$ cat config.mk
export PLATFORM = sky130hd
export DESIGN_NAME = alu_bh_16
export DESIGN_NICKNAME = d
export VERILOG_FILES = /design/src/rtl/alu_bh_16.sv
export SDC_FILE = /design/constraint.sdc
export NUM_CORES = 1
export LEC_CHECK = 0
export BUFFER_PORTS_ARGS = -buffer_cell sky130_fd_sc_hd__buf_2
export CORE_AREA = 2 2 87 89
export CTS_BUF_LIST = sky130_fd_sc_hd__clkbuf_4
export DETAILED_ROUTE_END_ITERATION = 10
export DIE_AREA = 0 0 89 91
export MAX_ROUTING_LAYER = met4
export SLEW_MARGIN = 10
export SYNTH_ARGS = -nofsm -noshare
export SYNTH_HDL_FRONTEND = slang
export SYNTH_SLANG_ARGS = --single-unit
$ cat constraint.sdc
create_clock -name clk -period 0.8 [get_ports clk]
set_input_delay 0.12 -clock clk [delete_from_list [all_inputs] [get_ports clk]]
set_output_delay 0.12 -clock clk [all_outputs]
set_load 0.05 [all_outputs]
$ cat src/rtl/alu_bh_16.sv
// Registered 16-operation ALU: 4-bit operands, 8-bit result, one-cycle latency.
// Optional zero/divide-by-zero flag outputs are enabled by defining ALU_FLAGS_EN.
module alu_bh_16 (
  input  logic       clk,
  input  logic       rst_n,
  input  logic [3:0] x,
  input  logic [3:0] y,
  input  logic [3:0] opcode,
  input  logic       in_valid,
  output logic [7:0] z,
  output logic       out_valid
`ifdef ALU_FLAGS_EN
  ,
  output logic       zero_flag,
  output logic       dz_flag
`endif
);

  logic [7:0] x_ext;
  logic [7:0] y_ext;
  logic [7:0] mul_full;
  logic [7:0] result_next;

  assign x_ext    = {4'h0, x};
  assign y_ext    = {4'h0, y};
  assign mul_full = x_ext * y_ext;

  always_comb begin
    result_next = 8'h00;
    unique case (opcode)
      4'd0:  result_next = x_ext + y_ext;
      4'd1:  result_next = x_ext - y_ext;
      4'd2:  result_next = mul_full;
      4'd3:  result_next = (y == 4'h0) ? 8'hFF : (x_ext / y_ext);
      4'd4:  result_next = {7'd0, (x > y)};
      4'd5:  result_next = {7'd0, (x < y)};
      4'd6:  result_next = {7'd0, (x == y)};
      4'd7:  result_next = {4'h0, x & y};
      4'd8:  result_next = {4'h0, x | y};
      4'd9:  result_next = {4'h0, x ^ y};
      // Shifting the zero-extended operand drops bits past bit 7 naturally.
      4'd10: result_next = x_ext << y;
      4'd11: result_next = x_ext >> y;
      4'd12: result_next = {4'h0, ~x};
      4'd13: result_next = {4'h0, ~(x & y)};
      4'd14: result_next = {4'h0, ~(x | y)};
      4'd15: result_next = {4'h0, ~(x ^ y)};
      default: result_next = 8'h00;
    endcase
  end

  always_ff @(posedge clk or negedge rst_n) begin
    if (!rst_n) begin
      z         <= 8'h00;
      out_valid <= 1'b0;
    end else begin
      out_valid <= in_valid;
      if (in_valid) begin
        z <= result_next;
      end
    end
  end

`ifdef ALU_FLAGS_EN
  always_ff @(posedge clk or negedge rst_n) begin
    if (!rst_n) begin
      zero_flag <= 1'b0;
      dz_flag   <= 1'b0;
    end else if (in_valid) begin
      zero_flag <= (result_next == 8'h00);
      dz_flag   <= (opcode == 4'd3) && (y == 4'h0);
    end
  end
`endif

endmodule

==> summary.txt, run 1 <==
Run status
  – Status: finished, violations left
  – Failing checks: setup timing

CTS
  – Clock sinks: 9
  – Clock transition at path regs: 0.07 ns
  – Max H-tree Level: 1
  – Clock latency on the worst-skew pair: 0.27 ns
  – TritonCTS clock tree: done
  – Root buf cell: clkbuf_4
  – Longest Clk Path Bufs: 2
  – CTS buffer count: 3

GRT
  – Initial antenna violation count: 0
  – Total Routing Usage GR: 32.9%
  – Vias in the first global route: 4118
  – Largest net degree at the start of global routing: 18
  – First-pass GRT wire length: 20000 um
  – Grt ovf: 0

Worst setup path
  – Crit path kind: in2reg
  – Crit end category: register
  – WP data arrival: 7.82 ns
  – CP max FO: 4
  – Critical Path Most Common Cell: buf_4
  – Worst setup SP type: input port
  – Worst Setup SP: y[0]
  – Crit path max-delay cell type: a211oi_2
  – Worst reg2reg setup slack: -0.15 ns
  – CP max stage delay: 0.34 ns
  – CP required: 0.93 ns
  – End of the worst register-to-register path: z[3]$_DFFE_PN0P_
  – Reg-to-reg startpoint: z[3]$_DFFE_PN0P_
  – Worst Reg-to-Reg Cells: 2

Floorplan
  – # IOs: 24
  – Die area: 0.00810 sq mm
  – Die height: 91 um
  – Site Rows: 31
  – Die W: 89 um
  – Initial Utilization: 43.6%
  – Core area: 0.00714 sq mm

Finish
  – Final nets: 682
  – Ant diodes: 0
  – Finished Layout Cells: 705
  – Most frequent cells in the layout: buf_4 (171), nor2_1 (40), ha_1 (38), nand2_1 (24), inv_1 (21)
  – Final core utilization: 74.2%
  – Commonest non-fill, non-tap cell in the layout: buf_4
  – Layout cells sized above 1: 47.9%
  – Area Growth Syn to Fin: 70.3%

Yosys
  – Synth cell types: 68
  – Primary FF master, synth: dfrtp_1
  – Cells after Synth: 409
  – Mapped cell area: 0.00311 sq mm
  – EDFF count, synth: 0
  – Cell taking the most area after synthesis: ha_1
  – Synth top area share: 21.7%
  – Synthesized area per cell: 7.60 sq um
  – Async SR Flop Fraction: 100%
  – Synth area leaders: ha_1 (22%), dfrtp_1 (7.2%), nor2_1 (4.9%)
  – Ys Warns: 0
  – Flop and latch count out of synthesis: 9
  – Post-synthesis sequential area ratio: 7.24%

Timing
  – Worst-Margin Slew: 0.602 ns
  – Min Clock Period, post-route: 7.69 ns
  – Setup WS post-layout: -6.89 ns
  – Tcrit/Tclk final: 961%
  – Fin. Hold Viols: 0
  – Final setup viols: 17
  – Clk_skew: 0 ns
  – Slew Limit Fails: 0
  – Max-slew headroom: 59.5%
  – F_max: 0.130 GHz
  – RSZ-0062 raised after global routing: true

Routing
  – Vias/cell: 5.80
  – Drt wl/cell: 19.6 um
  – Residual DRC: 0
  – Router iterations before antenna repair: 4
  – Final WL: 13800 um
  – DRT antenna net count: 0
  – Via Count: 4090
  – Initial DRC Count: 212

Place
  – PortBufs: 23
  – Dpl hpwl: 9100 um
  – Pre-CTS setup slack: -6.87 ns
  – RePlAce Congestion: 1.05
  – Placed Cells: 646

Power
  – Max VDD drop: 0.000923 V
  – PwrDens: 1540 mW/mm^2
  – Lkg Pwr: 2.54 nW

Flow run
  – Max-capacitance violation count: 0

Min path
  – Hold Path Class: in2reg
  – Hold path startpoint: in_valid
  – Hold Path Depth: 3
  – Hold Path End: z[4]$_DFFE_PN0P_
==> sequential cells by signal (all words and copies together) (netlist names) <==
name / flops
z: 8
out_valid: 1
==> through the flow <==
stage	cell area [sq um]	power, W	setup TNS, ns	hold WS (ns)
after floorplan	3330	0.00367	-27.52	-0.176
after global placement	4400	0.00540	-29.03	-0.0259
after detailed placement	4400	0.00554	-29.73	-0.0108
after CTS	5020	0.00713	-28.05	0.171
after global routing	5290	0.00861	-30.33	0.179
final	5290	0.00817	-29.43	0.157
==> cells by family (layout without fill, tap and decap cells) <==
logic type | Yosys count | in the layout | share of synthesized area (%)
simple gates | 144 | 144 | 23.7
compound gates | 116 | 116 | 26.6
other cells | 1 | 4 | 0.121
fa+ha+maj | 60 | 60 | 25.6
buf+inv | 46 | 240 | 5.87
mux | 20 | 20 | 7.20
xor+xnor | 13 | 13 | 3.66
flops | 9 | 9 | 7.24
==> power breakdown <==
group | leakage [nW] | internal, W | switching [W]
Clock | 0.0184 | 0.000226 | 0.000167
Combinational | 2.41 | 0.00378 | 0.00340
Sequential | 0.112 | 0.000527 | 0.0000662
==> cell type report <==
cell class                 count  area, sq um
clock buffer                   4         30.0
fill                         536         1840
inverter                      27          115
multi-input combinational    357         3100
sequential                     9          225
tap                           99          124
timing repair buffer         209         1700
==> metal layers <==
layer	track usage (%)	vias up	part of all wire, %
met3	7.09	60	6.4
met2	55.9	177	50
met5	-	-	0
li1	-	1897	-
met1	35.7	1956	38
met4	15.5	0	5.7
==> worst max-delay path by stage <==
| stage | end | depth (start not counted) |
|---|---|---|
| 2_1_floorplan | z[0]$_DFFE_PN0P_ | 39 |
| 3_3_place_gp | z[0]$_DFFE_PN0P_ | 37 |
| 3_5_place_dp | z[0]$_DFFE_PN0P_ | 37 |
| 4_1_cts | z[0]$_DFFE_PN0P_ | 38 |
| 5_1_grt | z[0]$_DFFE_PN0P_ | 39 |
| 6_report | z[0]$_DFFE_PN0P_ | 45 |
==> repair_timing <==
item,CTS,global route
setup buffers,38,19
hold buffers,1,0
endpoints found under the setup margin,17,17
resized for setup,77,29
hold endpoints to repair,9,0
pin swaps,14,19
==> Yosys cell counts, types with 3 or more instances <==
cell type and n:
o21a_1 9, fa_1 6, clkbuf_1 15, and2_1 4, nor4_1 3, nor3_1 19
nand2b_1 7, or3_1 3, nand4_1 5, nor2_1 41, dfrtp_1 9, a31oi_1 4
inv_1 26, a221oi_1 4, a21oi_1 27, nand3_1 9, a211oi_1 3, o22ai_1 4
o21ai_0 26, nand2_1 29, nor2b_1 8, mux2_2 7, ha_1 54, xnor2_1 8
nor3b_1 5, o21bai_1 3, mux2i_1 10, mux2_4 3, or2_2 3, xor2_1 5
==> worst max-delay path: cells and delay by family <==
kind / cells / cell delay (ns)
mux: 2 / 0.54
buf+inv: 17 / 2.17
compound gates: 16 / 2.93
fa+ha+maj: 5 / 1.35
simple gates: 5 / 0.68
No activity file was read; power rests on OpenSTA's default activity.
==> run 2, diff against run 1 <==
--- a/config.mk
+++ b/config.mk
@@ -11,6 +11,7 @@
 export DETAILED_ROUTE_END_ITERATION = 10
 export DIE_AREA = 0 0 89 91
 export MAX_ROUTING_LAYER = met4
+export RECOVER_POWER = 100
 export SLEW_MARGIN = 10
 export SYNTH_ARGS = -nofsm -noshare
 export SYNTH_HDL_FRONTEND = slang
==> run 2 against run 1 <==
  * The run still ends with setup timing left
  * Sequential power about the same
  * Register-to-register slack about the same
  * Utilization decreased by 0.070 points
  * Clock skew unchanged
  * Count of clock-buffer cells in the layout unchanged
  * Critical path depth unchanged
  * Critical path type unchanged
  * Cell count unchanged
  * Global-route usage unchanged
  * Total power about the same
  * Non-clock buffer count unchanged
  * Via count increased by 0.15%
==> summary.txt, run 2 (synthesis results as in run 1) <==
Run status
  – Status: finished, violations left
  – Failing checks: setup timing

GRT
  – Initial antenna violation count: 0
  – Total Routing Usage GR: 32.9%
  – Largest net degree at the start of global routing: 18
  – Grt ovf: 0
  – Vias in the first global route: 4118
  – First-pass GRT wire length: 20000 um

Finish
  – FF+latch area: 225 sq um
  – Filler Cell Count: 539
  – Final instance area: 0.00529 sq mm
  – Most flops, register: z
  – Ant diodes: 0
  – Most frequent cells in the layout: buf_4 (170), nor2_1 (40), ha_1 (38), nand2_1 (24), inv_1 (21)
  – Commonest non-fill, non-tap cell in the layout: buf_4
  – Footprint of the multi-input gates: 0.00310 sq mm
  – Largest regs: z: 8 flops, out_valid: 1 flops
  – Layout cells sized above 1: 47.5%
  – Area Growth Syn to Fin: 70.1%
  – Final nets: 682
  – Max reg flops: 8

Place
  – PortBufs: 23
  – RePlAce Congestion: 1.05
  – Post-placement cell area: 0.00440 sq mm
  – Dpl hpwl: 9100 um

CTS
  – CTS buffer count: 3
  – Clock transition at path regs: 0.07 ns
  – TritonCTS clock tree: done
  – Root buf cell: clkbuf_4
  – Clock sinks: 9
  – Longest Clk Path Bufs: 2
  – Max H-tree Level: 1
  – Clock latency on the worst-skew pair: 0.27 ns

Timing
  – Setup WS post-layout: -6.87 ns
  – Slew Limit Fails: 0
  – Clk_skew: 0 ns
  – RSZ-0062 raised after global routing: true
  – Fin. Hold Viols: 0
  – Final setup viols: 17
  – F_max: 0.130 GHz
  – Tcrit/Tclk final: 959%
  – Min Clock Period, post-route: 7.67 ns
  – Worst-Margin Slew: 0.563 ns
  – Max-slew headroom: 62.1%

Power
  – Sw Share: 44.5%
  – PwrDens: 1540 mW/mm^2
  – Comb pwr share: 87.9%
  – P_int: 0.00453 W
  – Max VDD drop: 0.000937 V
  – Total Power: 0.00817 W
  – Flop pwr share: 7.3%
  – Lkg Pwr: 2.54 nW
  – Sw Pwr: 0.00364 W
  – Clock power share: 4.8%

Routing
  – Via Count: 4096
  – Residual DRC: 0
  – Router iterations before antenna repair: 5
  – Vias/cell: 5.81
  – Final WL: 13800 um
  – Initial DRC Count: 207
  – DRT antenna net count: 0
  – Drt wl/cell: 19.6 um

Worst setup path
  – CP max FO: 4
  – Reg-to-reg startpoint: z[3]$_DFFE_PN0P_
  – Worst Setup SP: y[0]
  – CP max stage delay: 0.34 ns
  – Crit path kind: in2reg
  – Crit path max-delay cell type: a211oi_2
  – Crit end category: register
  – Critical Path Most Common Cell: buf_4
  – CP required: 0.93 ns
  – Worst setup SP type: input port
  – WP data arrival: 7.80 ns

Flow run
  – Max-capacitance violation count: 0

Floorplan
  – Site Rows: 31
  – # IOs: 24
  – Die height: 91 um
  – Core area: 0.00714 sq mm
  – Initial Utilization: 43.6%
  – Die area: 0.00810 sq mm
  – Die W: 89 um

Min path
  – Hold Path Class: in2reg
  – Hold path startpoint: in_valid
## run 2: changes by cell type in the layout (fill, tap and decap cells not counted), sizes merged
cell and change:
clkbuf +2, buf -2
## run 2: cell type report
cell class	instances	area share, %
clock buffers	4	0.568
inverters	27	2.18
multi-input cells	357	58.6
flip-flops and latches	9	4.26
well taps	99	2.34
repair buffers	209	32.1
## run 2: metrics by stage
step | utilization (%) | std cells | setup TNS, ns | worst slack [ns] | hold slack, ns
2_1_floorplan | - | 412 | -27.52 | -6.89 | -0.176
3_3_place_gp | 61.7 | 646 | -29.03 | -6.60 | -0.0259
3_5_place_dp | 61.7 | 646 | -29.73 | -6.87 | -0.0108
4_1_cts | 70.4 | 689 | -28.05 | -6.45 | 0.171
5_1_grt | 74.1 | 705 | -30.35 | -7.04 | 0.178
6_report | 74.1 | 705 | -29.37 | -6.87 | 0.160
## run 2: power groups by stage
stage	combinational, W	clock (W)	sequential [W]
2_1_floorplan	0.00285	0	0.000824
4_1_cts	0.00614	0.000399	0.000586
3_3_place_gp	0.00483	0	0.000575
3_5_place_dp	0.00496	0	0.000577
5_1_grt	0.00757	0.000437	0.000597
6_report	0.00718	0.000395	0.000594
## run 2: worst paths after layout
| kind | to | slack, ns | cells after the start |
|---|---|---|---|
| worst min register to register | z[2]$_DFFE_PN0P_ | 0.53 | 1 |
| min in group asynchronous | z[7]$_DFFE_PN0P_ | 0.35 | 2 |
| worst max-delay path | z[0]$_DFFE_PN0P_ | -6.87 | 45 |
| max in group asynchronous | z[3]$_DFFE_PN0P_ | 0.09 | 2 |
| worst max register to register | z[3]$_DFFE_PN0P_ | -0.15 | 2 |
| worst min-delay path | z[4]$_DFFE_PN0P_ | 0.16 | 3 |
## run 2: timing repair
item | CTS | global route
hold buffers | 1 | 0
pin swaps | 14 | 19
setup buffers | 38 | 19
endpoints found under the setup margin | 17 | 17
hold endpoints to repair | 9 | 0
gates resized for setup | 77 | 29
## run 2: metal layers
metal  global-route usage [%]  routed length (um)  vias up  part of all wire [%]
met1                     35.7                5310     1947                    38
met3                     7.09                 881       60                   6.4
li1                         -                   -     1896                     -
met5                        -                   0        -                     0
met2                     55.9                6830      193                    50
met4                     15.5                 773        0                   5.6
## run 2: critical path, delay by kind of cell
family	cells	cell delay [ns]
AO/OA/AOI/OAI	16	2.92
multiplexers	2	0.54
adder cells (fa/ha/maj)	5	1.35
AND/OR/NAND/NOR	5	0.68
buffers and inverters	17	2.16
==> run 3, diff against run 2 <==
--- a/config.mk
+++ b/config.mk
@@ -12,7 +12,8 @@
 export DIE_AREA = 0 0 89 91
 export MAX_ROUTING_LAYER = met4
 export RECOVER_POWER = 100
-export SLEW_MARGIN = 10
+export SLEW_MARGIN = 20
 export SYNTH_ARGS = -nofsm -noshare
 export SYNTH_HDL_FRONTEND = slang
 export SYNTH_SLANG_ARGS = --single-unit
+export TNS_END_PERCENT = 10
==> run 3 against run 2 <==
  * The run still ends with setup timing left
  * Wire length decreased by 20%
  * Clock power shrank 2%
  * Non-clock buffer count is 36 lower
  * Maximum frequency up 6.6%
  * Design area down 11%
  * Total power down 21%
  * Cell count shrank 5.1%
  * Utilization fell by 8.1 points
  * Sequential share of layout area grew 0.52 points
  * Clock skew is the same
  * Combinational power decreased by 24%
  * First-iteration DRC count decreased by 5.8%
==> summary.txt, run 3 (synthesis results as in run 1) <==
Run status
  – Status: finished, violations left
  – Failing checks: setup timing

Floorplan
  – Core area: 0.00714 sq mm
  – Die area: 0.00810 sq mm
  – Die height: 91 um
  – Initial Utilization: 43.6%
  – Site Rows: 31
  – Die W: 89 um
  – # IOs: 24

Timing
  – Setup WS post-layout: -6.40 ns
  – Tcrit/Tclk final: 900%
  – Fin. Hold Viols: 0
  – Worst-Margin Slew: 0.577 ns
  – Min Clock Period, post-route: 7.20 ns
  – Final setup viols: 17
  – Clk_skew: 0 ns
  – Max-slew headroom: 61.2%
  – F_max: 0.139 GHz
  – Slew Limit Fails: 0
  – RSZ-0062 raised after global routing: true

CTS
  – CTS buffer count: 3
  – Clock sinks: 9
  – Clock latency on the worst-skew pair: 0.26 ns
  – Longest Clk Path Bufs: 2
  – Root buf cell: clkbuf_4
  – Clock transition at path regs: 0.06 ns
  – Max H-tree Level: 1
  – TritonCTS clock tree: done

Worst setup path
  – Critical Path Most Common Cell: buf_4
  – Worst setup SP type: input port
  – Crit end category: register
  – CP required: 0.94 ns
  – CP max stage delay: 0.47 ns
  – CP max FO: 5
  – Crit path max-delay cell type: or4_4
  – Crit path kind: in2reg
  – WP data arrival: 7.33 ns

Routing
  – Initial DRC Count: 195
  – Router iterations before antenna repair: 4
  – Via Count: 3680
  – Final WL: 11100 um
  – Residual DRC: 0
  – DRT antenna net count: 0
  – Vias/cell: 5.50
  – Drt wl/cell: 16.6 um

GRT
  – First-pass GRT wire length: 18200 um
  – Largest net degree at the start of global routing: 18
  – Grt ovf: 0
  – Initial antenna violation count: 0
  – Total Routing Usage GR: 29.2%
  – Vias in the first global route: 3790

Min path
  – Hold Path Class: in2reg

Finish
  – Filler Cell Count: 652
  – Final core utilization: 66.0%
  – Most flops, register: z
  – Layout cells sized above 1: 39.5%
  – Largest regs: z: 8 flops, out_valid: 1 flops
  – Max reg flops: 8
  – Area Growth Syn to Fin: 51.5%
  – Most frequent cells in the layout: buf_4 (145), ha_1 (46), nor2_1 (40), nand2_1 (27), inv_1 (24)
  – Ant diodes: 0
  – Final nets: 646
  – Commonest non-fill, non-tap cell in the layout: buf_4
  – Final instance area: 0.00471 sq mm

Place
  – Dpl hpwl: 8800 um
  – PortBufs: 23
  – Post-placement cell area: 0.00438 sq mm
  – RePlAce Congestion: 0.930

Flow run
  – Max-capacitance violation count: 0

Power
  – Max VDD drop: 0.000607 V
  – Lkg Pwr: 2.27 nW
  – Total Power: 0.00644 W
  – PwrDens: 1370 mW/mm^2
[run 3: changes by cell type in the layout (fill, tap and decap cells not counted), moves of 4 or more]
cell / change
ha_4: -7
nand2_4: -4
buf_2: +4
buf_6: -6
buf_8: -6
buf_4: -25
ha_1: +8
[run 3: repair_timing]
item | CTS | global route
setup buffers | 13 | 5
endpoints found under the setup margin | 17 | 17
hold buffers | 1 | 0
hold endpoints to repair | 9 | 0
resized for setup | 37 | 5
pin swaps | 19 | 12
[run 3: cell type report]
cell class | instances | area (sq um) | share of cell area (%)
repair buffers | 173 | 1310 | 27.9
inverters | 27 | 113 | 2.39
well taps | 99 | 124 | 2.63
flip-flops and latches | 9 | 225 | 4.78
clock buffers | 4 | 30.0 | 0.637
multi-input cells | 357 | 2910 | 61.7
[run 3: worst paths after layout]
| kind | startpoint | endpoint | slack (ns) | cells after the start |
|---|---|---|---|---|
| min reg2reg | z[3]$_DFFE_PN0P_ | z[3]$_DFFE_PN0P_ | 0.53 | 1 |
| max reg2reg | z[1]$_DFFE_PN0P_ | z[1]$_DFFE_PN0P_ | -0.04 | 2 |
| min in group asynchronous | rst_n | z[0]$_DFFE_PN0P_ | 0.33 | 2 |
| max | y[0] | z[0]$_DFFE_PN0P_ | -6.40 | 40 |
| min | in_valid | z[3]$_DFFE_PN0P_ | 0.18 | 2 |
| max in group asynchronous | rst_n | z[3]$_DFFE_PN0P_ | 0.14 | 2 |
[run 3: worst max-delay path: cells and delay by family]
family / cells / cell delay [ns]
buffers and inverters: 10 / 1.24
muxes: 3 / 0.88
AOI/OAI and AO/OA: 15 / 2.54
adders and majority gates: 5 / 1.27
xor gates and xnor gates: 1 / 0.15
and+or+nand+nor: 6 / 1.13
[run 3: layer usage]
metal	share of wire, %	GRT usage [%]	wire length, um
met5	0	-	0
met4	2.9	7.84	325
met3	4.7	5.09	521
met2	51	50.1	5610
met1	42	34.9	4630
[run 3: metrics by stage]
stage          setup slack, ns  std cells  hold WS, ns  setup TNS, ns
2_1_floorplan            -6.91        412       -0.176         -28.59
3_3_place_gp             -6.70        646      -0.0263         -30.05
3_5_place_dp             -6.89        646      -0.0212         -30.73
4_1_cts                  -6.45        664        0.176         -29.04
5_1_grt                  -6.81        669        0.171         -30.87
6_report                 -6.40        669        0.180         -29.01
[run 3: where the power goes]
part	switching, W	total (W)	internal, W	leakage [nW]
Sequential	0.0000531	0.000580	0.000527	0.112
Clock	0.000162	0.000389	0.000226	0.0184
Combinational	0.00264	0.00547	0.00283	2.14
